File: config.mk
export PLATFORM = sky130hd
export DESIGN_NAME = image_window_ctrl
export DESIGN_NICKNAME = d
export VERILOG_FILES = /design/src/rtl/image_window_ctrl.sv
export SDC_FILE = /design/constraint.sdc
export NUM_CORES = 1
export LEC_CHECK = 0
export CAP_MARGIN = 20
export CORE_MARGIN = 1
export CORE_UTILIZATION = 68
export DETAILED_ROUTE_END_ITERATION = 8
export DONT_BUFFER_PORTS = 1
export PLACE_DENSITY = 0.87
export SKIP_LAST_GASP = 1
export SYNTH_ARGS = -nofsm -noshare
export SYNTH_HDL_FRONTEND = slang
export SYNTH_SLANG_ARGS = --single-unit
export TNS_END_PERCENT = 20
File: constraint.sdc
create_clock -name clk -period 13.9 [get_ports clk]
set_input_delay 4.17 -clock clk [delete_from_list [all_inputs] [get_ports clk]]
set_output_delay 4.17 -clock clk [all_outputs]
set_load 0.02 [all_outputs]
File: src/rtl/image_window_ctrl.sv
// rtl/image_window_ctrl.sv - 3x3 stride-1 window sequencer over a 28x28 image memory
//
// Scans every valid-padding 3x3 window of a row-major image and streams its
// nine pixels, tagged with tap index and window position, to the MAC.
//
// Ports:
//   clk, rst          clock, synchronous active-high reset
//   start             begin a scan (sampled in IDLE only)
//   busy, done        scan in progress / one-cycle completion pulse
//   mem_en, mem_addr  synchronous-read request to the image memory
//   mem_rdata         read data, one cycle after mem_en
//   pix_valid/ready   output handshake
//   pix_data          pixel value
//   pix_tap           tap index ky*K+kx, pix_first/pix_last mark taps 0 and K*K-1
//   win_row, win_col  top-left corner of the window the pixel belongs to
module image_window_ctrl #(
  parameter int IMG_W  = 28,
  parameter int IMG_H  = 28,
  parameter int K      = 3,
  parameter int ADDR_W = 10,
  parameter int DATA_W = 7
) (
  input  logic              clk,
  input  logic              rst,
  input  logic              start,
  output logic              busy,
  output logic              done,
  output logic              mem_en,
  output logic [ADDR_W-1:0] mem_addr,
  input  logic [DATA_W-1:0] mem_rdata,
  output logic              pix_valid,
  input  logic              pix_ready,
  output logic [DATA_W-1:0] pix_data,
  output logic [3:0]        pix_tap,
  output logic              pix_first,
  output logic              pix_last,
  output logic [4:0]        win_row,
  output logic [4:0]        win_col
);

  localparam logic [1:0] S_IDLE  = 2'd0;
  localparam logic [1:0] S_SCAN  = 2'd1;
  localparam logic [1:0] S_DRAIN = 2'd2;
  localparam logic [1:0] S_DONE  = 2'd3;

  localparam logic [1:0] LAST_K   = 2'(K - 1);
  localparam logic [4:0] LAST_COL = 5'(IMG_W - K);
  localparam logic [4:0] LAST_ROW = 5'(IMG_H - K);
  localparam logic [3:0] LAST_TAP = 4'(K * K - 1);

  logic [1:0] state;

  // issue-side counters: kx innermost, then ky, then window column, window row
  logic [1:0] kx, ky;
  logic [4:0] col, row;

  // output stage: live=1 means the pixel on pix_data is the memory's read
  // data this very cycle; on a stall it is captured into hold so the
  // outputs stay stable after the memory's data port moves on.
  logic              live;
  logic [DATA_W-1:0] hold;

  logic       stall, xfer, last_issue;
  logic [3:0] issue_tap;
  logic [ADDR_W-1:0] row_sum, col_sum;

  assign stall = pix_valid && !pix_ready;
  assign xfer  = pix_valid && pix_ready;

  // A read is issued only when the output slot is guaranteed free at the
  // same edge, so a returning pixel never needs to wait behind another one.
  assign mem_en = (state == S_SCAN) && !stall;

  assign row_sum  = ADDR_W'(row) + ADDR_W'(ky);
  assign col_sum  = ADDR_W'(col) + ADDR_W'(kx);
  assign mem_addr = row_sum * ADDR_W'(IMG_W) + col_sum;

  assign issue_tap  = 4'(ky) * 4'(K) + 4'(kx);
  assign last_issue = (kx == LAST_K) && (ky == LAST_K) &&
                      (col == LAST_COL) && (row == LAST_ROW);

  assign busy = (state == S_SCAN) || (state == S_DRAIN);
  assign done = (state == S_DONE);

  assign pix_data  = !pix_valid ? '0 : (live ? mem_rdata : hold);
  assign pix_first = pix_valid && (pix_tap == 4'd0);
  assign pix_last  = pix_valid && (pix_tap == LAST_TAP);

  always_ff @(posedge clk) begin
    if (rst) begin
      state <= S_IDLE;
    end else begin
      case (state)
        S_IDLE:  if (start) state <= S_SCAN;
        S_SCAN:  if (mem_en && last_issue) state <= S_DRAIN;
        // after the final issue only that one pixel is outstanding
        S_DRAIN: if (xfer) state <= S_DONE;
        default: state <= S_IDLE;
      endcase
    end
  end

  always_ff @(posedge clk) begin
    if (rst) begin
      kx  <= '0;
      ky  <= '0;
      col <= '0;
      row <= '0;
    end else if (state == S_IDLE && start) begin
      kx  <= '0;
      ky  <= '0;
      col <= '0;
      row <= '0;
    end else if (mem_en) begin
      if (kx != LAST_K) begin
        kx <= kx + 2'd1;
      end else begin
        kx <= '0;
        if (ky != LAST_K) begin
          ky <= ky + 2'd1;
        end else begin
          ky <= '0;
          if (col != LAST_COL) begin
            col <= col + 5'd1;
          end else begin
            col <= '0;
            // full wrap leaves the counters at 0 for the next scan
            row <= (row == LAST_ROW) ? 5'd0 : row + 5'd1;
          end
        end
      end
    end
  end

  always_ff @(posedge clk) begin
    if (rst) begin
      pix_valid <= 1'b0;
      live      <= 1'b0;
      hold      <= '0;
      pix_tap   <= '0;
      win_row   <= '0;
      win_col   <= '0;
    end else if (mem_en) begin
      pix_valid <= 1'b1;
      live      <= 1'b1;
      pix_tap   <= issue_tap;
      win_row   <= row;
      win_col   <= col;
    end else if (xfer) begin
      pix_valid <= 1'b0;
      live      <= 1'b0;
    end else if (live) begin
      hold <= mem_rdata;
      live <= 1'b0;
    end
  end

endmodule
---- Word level (Yosys, flattened, before mapping) ----
Index checks and enable logic that the tools add are counted.
storage, ports and cells
  register bits ........................... 39
  input bits .............................. 11
  output and inout port bits .............. 37
  logic and storage cells ................. 75
cells by class
  add/sub/neg operators ................... 8
  multipliers ............................. 2
  equal/unequal tests ..................... 14
  mux-type cells .......................... 13
  bitwise gates (word level) .............. 5
  reductions and logical operators ........ 22
operators by type and width
  cell                   count
  $mux W7                2
  $add A5 B2 Y6          2
  $add A10 B6 Y10        1
  $add A5 B1 Y5 const B  2
  $eq A5 B5 Y1 const B   2
  $logic_and A1 B1 Y1    10
  $mux W2                5
  $mux W5                2
  $eq A2 B2 Y1 const B   4
  $mul A6 B3 Y8 const B  1
  $ne A2 B2 Y1 const B   4
  $pmux W2 S3            1
  $reduce_and A3 Y1      2
  $ne A5 B5 Y1 const B   1
  $not A1 Y1             5
  $add A2 B1 Y2 const B  2
  $add A4 B2 Y4          1
  $eq A4 B4 Y1 const B   1
  $logic_not A4 Y1       1
  $mul A2 B2 Y4 const B  1
  $reduce_and A2 Y1      2
  $reduce_and A4 Y1      1
  $mux W1                3
  $eq A2 B1 Y1 const B   1
  other kinds (6)        7

---- Depth between registers and ports, before layout ----
  word-level depth ........................ 7
  depth in mapped cells ................... 14
  mapped depth without buffers ............ 14

---- Least setup slack after synthesis ----
OpenSTA, ideal clock, no wires.
  path kind ............................... input to output
  from .................................... input pix_ready
  to ...................................... output mem_en
  arrival ................................. 5,317 ps
  data required time ...................... 9,730 ps
  setup slack ............................. 4,413 ps
  stages .................................. 5
  buffers on the path ..................... 2
  path through ............................ nor2b_1 > nand2b_1 > clkbuf_1 > clkinv_1 > buf_1
between the ends
  word-level cells in the longest chain between the ends .. 4
RTL lines
  what                 line  source
  start: declaration   32    input logic pix_ready,
  $logic_not A1 Y1     67    assign stall = pix_valid && !pix_ready;
  $logic_and A1 B1 Y1  67
  $logic_not A1 Y1     72    assign mem_en = (state == S_SCAN) && !stall;
  $logic_and A1 B1 Y1  72
  end: declaration     28    output logic mem_en,
No other way between the ends.

---- Final worst setup path ----
Ends and elaborated chain as after synthesis.

==> flow_summary.ini <==
[cells_and_area]
fin_nets = 335
finish.instance_area_mm2 = 0.00268
fillers = 261
antennaDiodeCount = 0
multi_input_area_mm2 = 0.00163
layout-drive-gt1-share_pct = 4.15
area_growth_syn_to_layout_pct = 5.41
register_area_um2 = 781

[timing]
clock-skew-final_ns = 0.00821
min_period_over_period_pct = 71.1
finalSetupTns_ns = 0
rsz0062_at_grt = false
slew_headroom_pct = 36.3
drv_slew = 0
hold_viol = 0
setup_viol = 0
worst_pin_slew_ns = 0.942
fmax_mhz = 101
min_period_ns = 9.88

[floorplan]
core_area_mm2 = 0.00347
die_area_mm2 = 0.00399
start_util_pct = 73.4
fp.dieW_um = 63.2
rows = 21
ioPinCount = 48
die_h_um = 63.2

[global_route]
antenna_found_initial = 0
grt_pass1_wl_um = 7800
first_global_vias = 1848
overflow = 0
grt_max_degree = 28
grt_usage_pct = 24.9

[clock_tree]
cts_resized = 0
cts_num_sinks = 39
cts_root_buf = clkbuf_8
cts_buffers = 5
cts_tree = done
cts.reportedPaths.clkPinSlew_ns = 0.07
clock_path_buffers = 2
cts.htree.levels = 2
clock_latency_ns = 0.30
cts_setup_buffers = 0
ctsHoldBuffers = 0

[status]
status = finished, final reports clean

[synthesis]
synth_compound_area_share_pct = 9.53
yosys.area_share.xor_xnor_pct = 8.60
synth_top_area_share_pct = 30.7
synth_edf_count = 0
synthAdderAreaFrac_pct = 19.8
synthTopCellsByArea = dfxtp_1 (31%), ha_1 (14%), mux2i_1 (7.5%), fa_1 (5.5%), nand2_1 (5.0%)
synth.distinct_cells = 34
ys_async_sr_fraction_pct = 0
netlist_top_cells_count = dfxtp_1 (39), nand2_1 (34), nor2_1 (30)
synth_fp_nets = 338
synthCells = 291
synth_top_family_by_area = adder cells
synthSimpleGateAreaFrac_pct = 18.8
synth_most_common_cell = dfxtp_1
yosys_warnings = 0
synth.area.mux_share_pct = 7.47
yosys_most_used_dff = dfxtp_1
avgSynthCellArea_um2 = 8.75
synth_seq_cells = 39
syn_area_mm2 = 0.00255
yosysTopAreaCell = dfxtp_1
seq_area_frac_synth_pct = 30.7

[power_and_ir_drop]
peakVddDrop_uv = 101
p_leak_uw = 0.00121
pwr_density_cell_mw_per_mm2 = 114

[critical_path]
required_ns = 9.73
critPathLaunchType = primary input
crit_buf_inv = 1
cpLargestDelayFamily = simple AND/OR/NAND/NOR gates
cp_max_fo = 20
cp_slowest_stage_delay_ns = 0.70
crit_slowest_cell = clkinv_1
critPathCaptureType = output pin
rrSetupSlack_ns = 11.13
path_cells = nor2b_1 > nand2b_1 > clkinv_1
path_class = primary input to output pin
crit_arrival_ns = 5.71

[placed_design]
gp_congestion = 0.828
numPortBuffers = 0
hpwl_um = 3440
placed_cell_area_mm2 = 0.00257

[drt]
vias = 1908
postRouteAntennaNets = 0
wl_per_cell_um = 13.5
wl_met3_um = 229
viasPerCell = 5.70
wl_um = 4520
first_pass_iters = 4
drt-met1-wl_um = 1940
wl_met2_um = 2290
drt_first_iter_violations = 46
drc = 0
top_layer_used = met4

[min_path]
hold_class = flip-flop to flip-flop

[run]
drv_cap = 0
-- stage by stage --
stage	instances	power [uW]	hold slack (ns)	setup slack, ns	utilization (%)
floorplan	291	201	0.463	4.41	-
detailed placement	327	212	0.491	4.00	74.0
global placement	327	209	0.475	4.07	74.0
CTS	335	309	0.510	4.02	77.4
finish	335	306	0.504	4.02	77.4
global route	335	323	0.534	3.90	77.4
-- sequential cells by signal, summed over array words and instances, names as in the netlist --
register,flops
kx,2
ky,2
live,1
win_col,5
state,2
hold,7
win_row,5
pix_tap,4
pix_valid,1
row,5
col,5
-- tightest hold or removal path: stages, from the launching register on --
cell     delay (ns)
dfxtp_1        0.33
mux2i_1        0.07
nor2_1         0.07
-- cell families after synthesis --
kind of cell             count (synthesis)
multiplexers                            19
buffers and inverters                   35
XOR/XNOR                                25
adder cells (fa/ha/maj)                 36
flip-flops                              39
AO/OA/AOI/OAI                           40
AND/OR/NAND/NOR                         97
-- report_power, final --
part | leakage [uW] | switching [uW] | internal, uW | total (uW)
logic | 0.000834 | 44.8 | 26.9 | 71.6
registers | 0.000315 | 16.5 | 121 | 137
clock network | 0.0000612 | 39.1 | 58.1 | 97.1
total | 0.00121 | 100 | 206 | 306
-- cell type report --
cell class                 instances  area share, %
inverter                          25           3.50
multi-input combinational        217           60.9
sequential                        39           29.1
clock buffer                       6           3.08
tap                               46           2.14
clock inverter                     2           1.31
-- worst paths after layout --
check,startpoint,to,cells after the start
setup / recovery,pix_ready,mem_en,3
hold / removal,hold[0],hold[0],2
setup reg to reg,pix_valid,pix_tap[3],4
hold reg to reg,hold[0],hold[0],2
-- placed cells by master (no fill, tap or decap), types with 2 or more instances in the layout --
| cell type | Yosys | layout |
|---|---|---|
| a211oi_1 | 4 | 4 |
| a21o_1 | 6 | 6 |
| a21oi_1 | 22 | 22 |
| clkbuf_8 | 0 | 6 |
| dfxtp_1 | 39 | 39 |
| fa_1 | 7 | 7 |
| ha_1 | 29 | 29 |
| inv_1 | 24 | 24 |
| mux2i_1 | 19 | 19 |
| nand2_1 | 34 | 34 |
| nand2b_1 | 2 | 2 |
| nand3_1 | 2 | 2 |
| nand4_1 | 5 | 5 |
| nor2_1 | 30 | 30 |
| nor2b_1 | 10 | 10 |
| nor3_1 | 2 | 2 |
| o21ai_0 | 2 | 2 |
| o21bai_1 | 3 | 3 |
| or3_1 | 4 | 4 |
| xnor2_1 | 13 | 13 |
| xor2_1 | 12 | 12 |
-- metal layers --
metal / up-vias / GRT usage, %
li1: 956 / -
met1: 899 / 27.9
met2: 46 / 44.1
met3: 7 / 6.88
met4: 0 / 10.2
met5: - / 0
No activity file was read; power rests on OpenSTA's default activity.
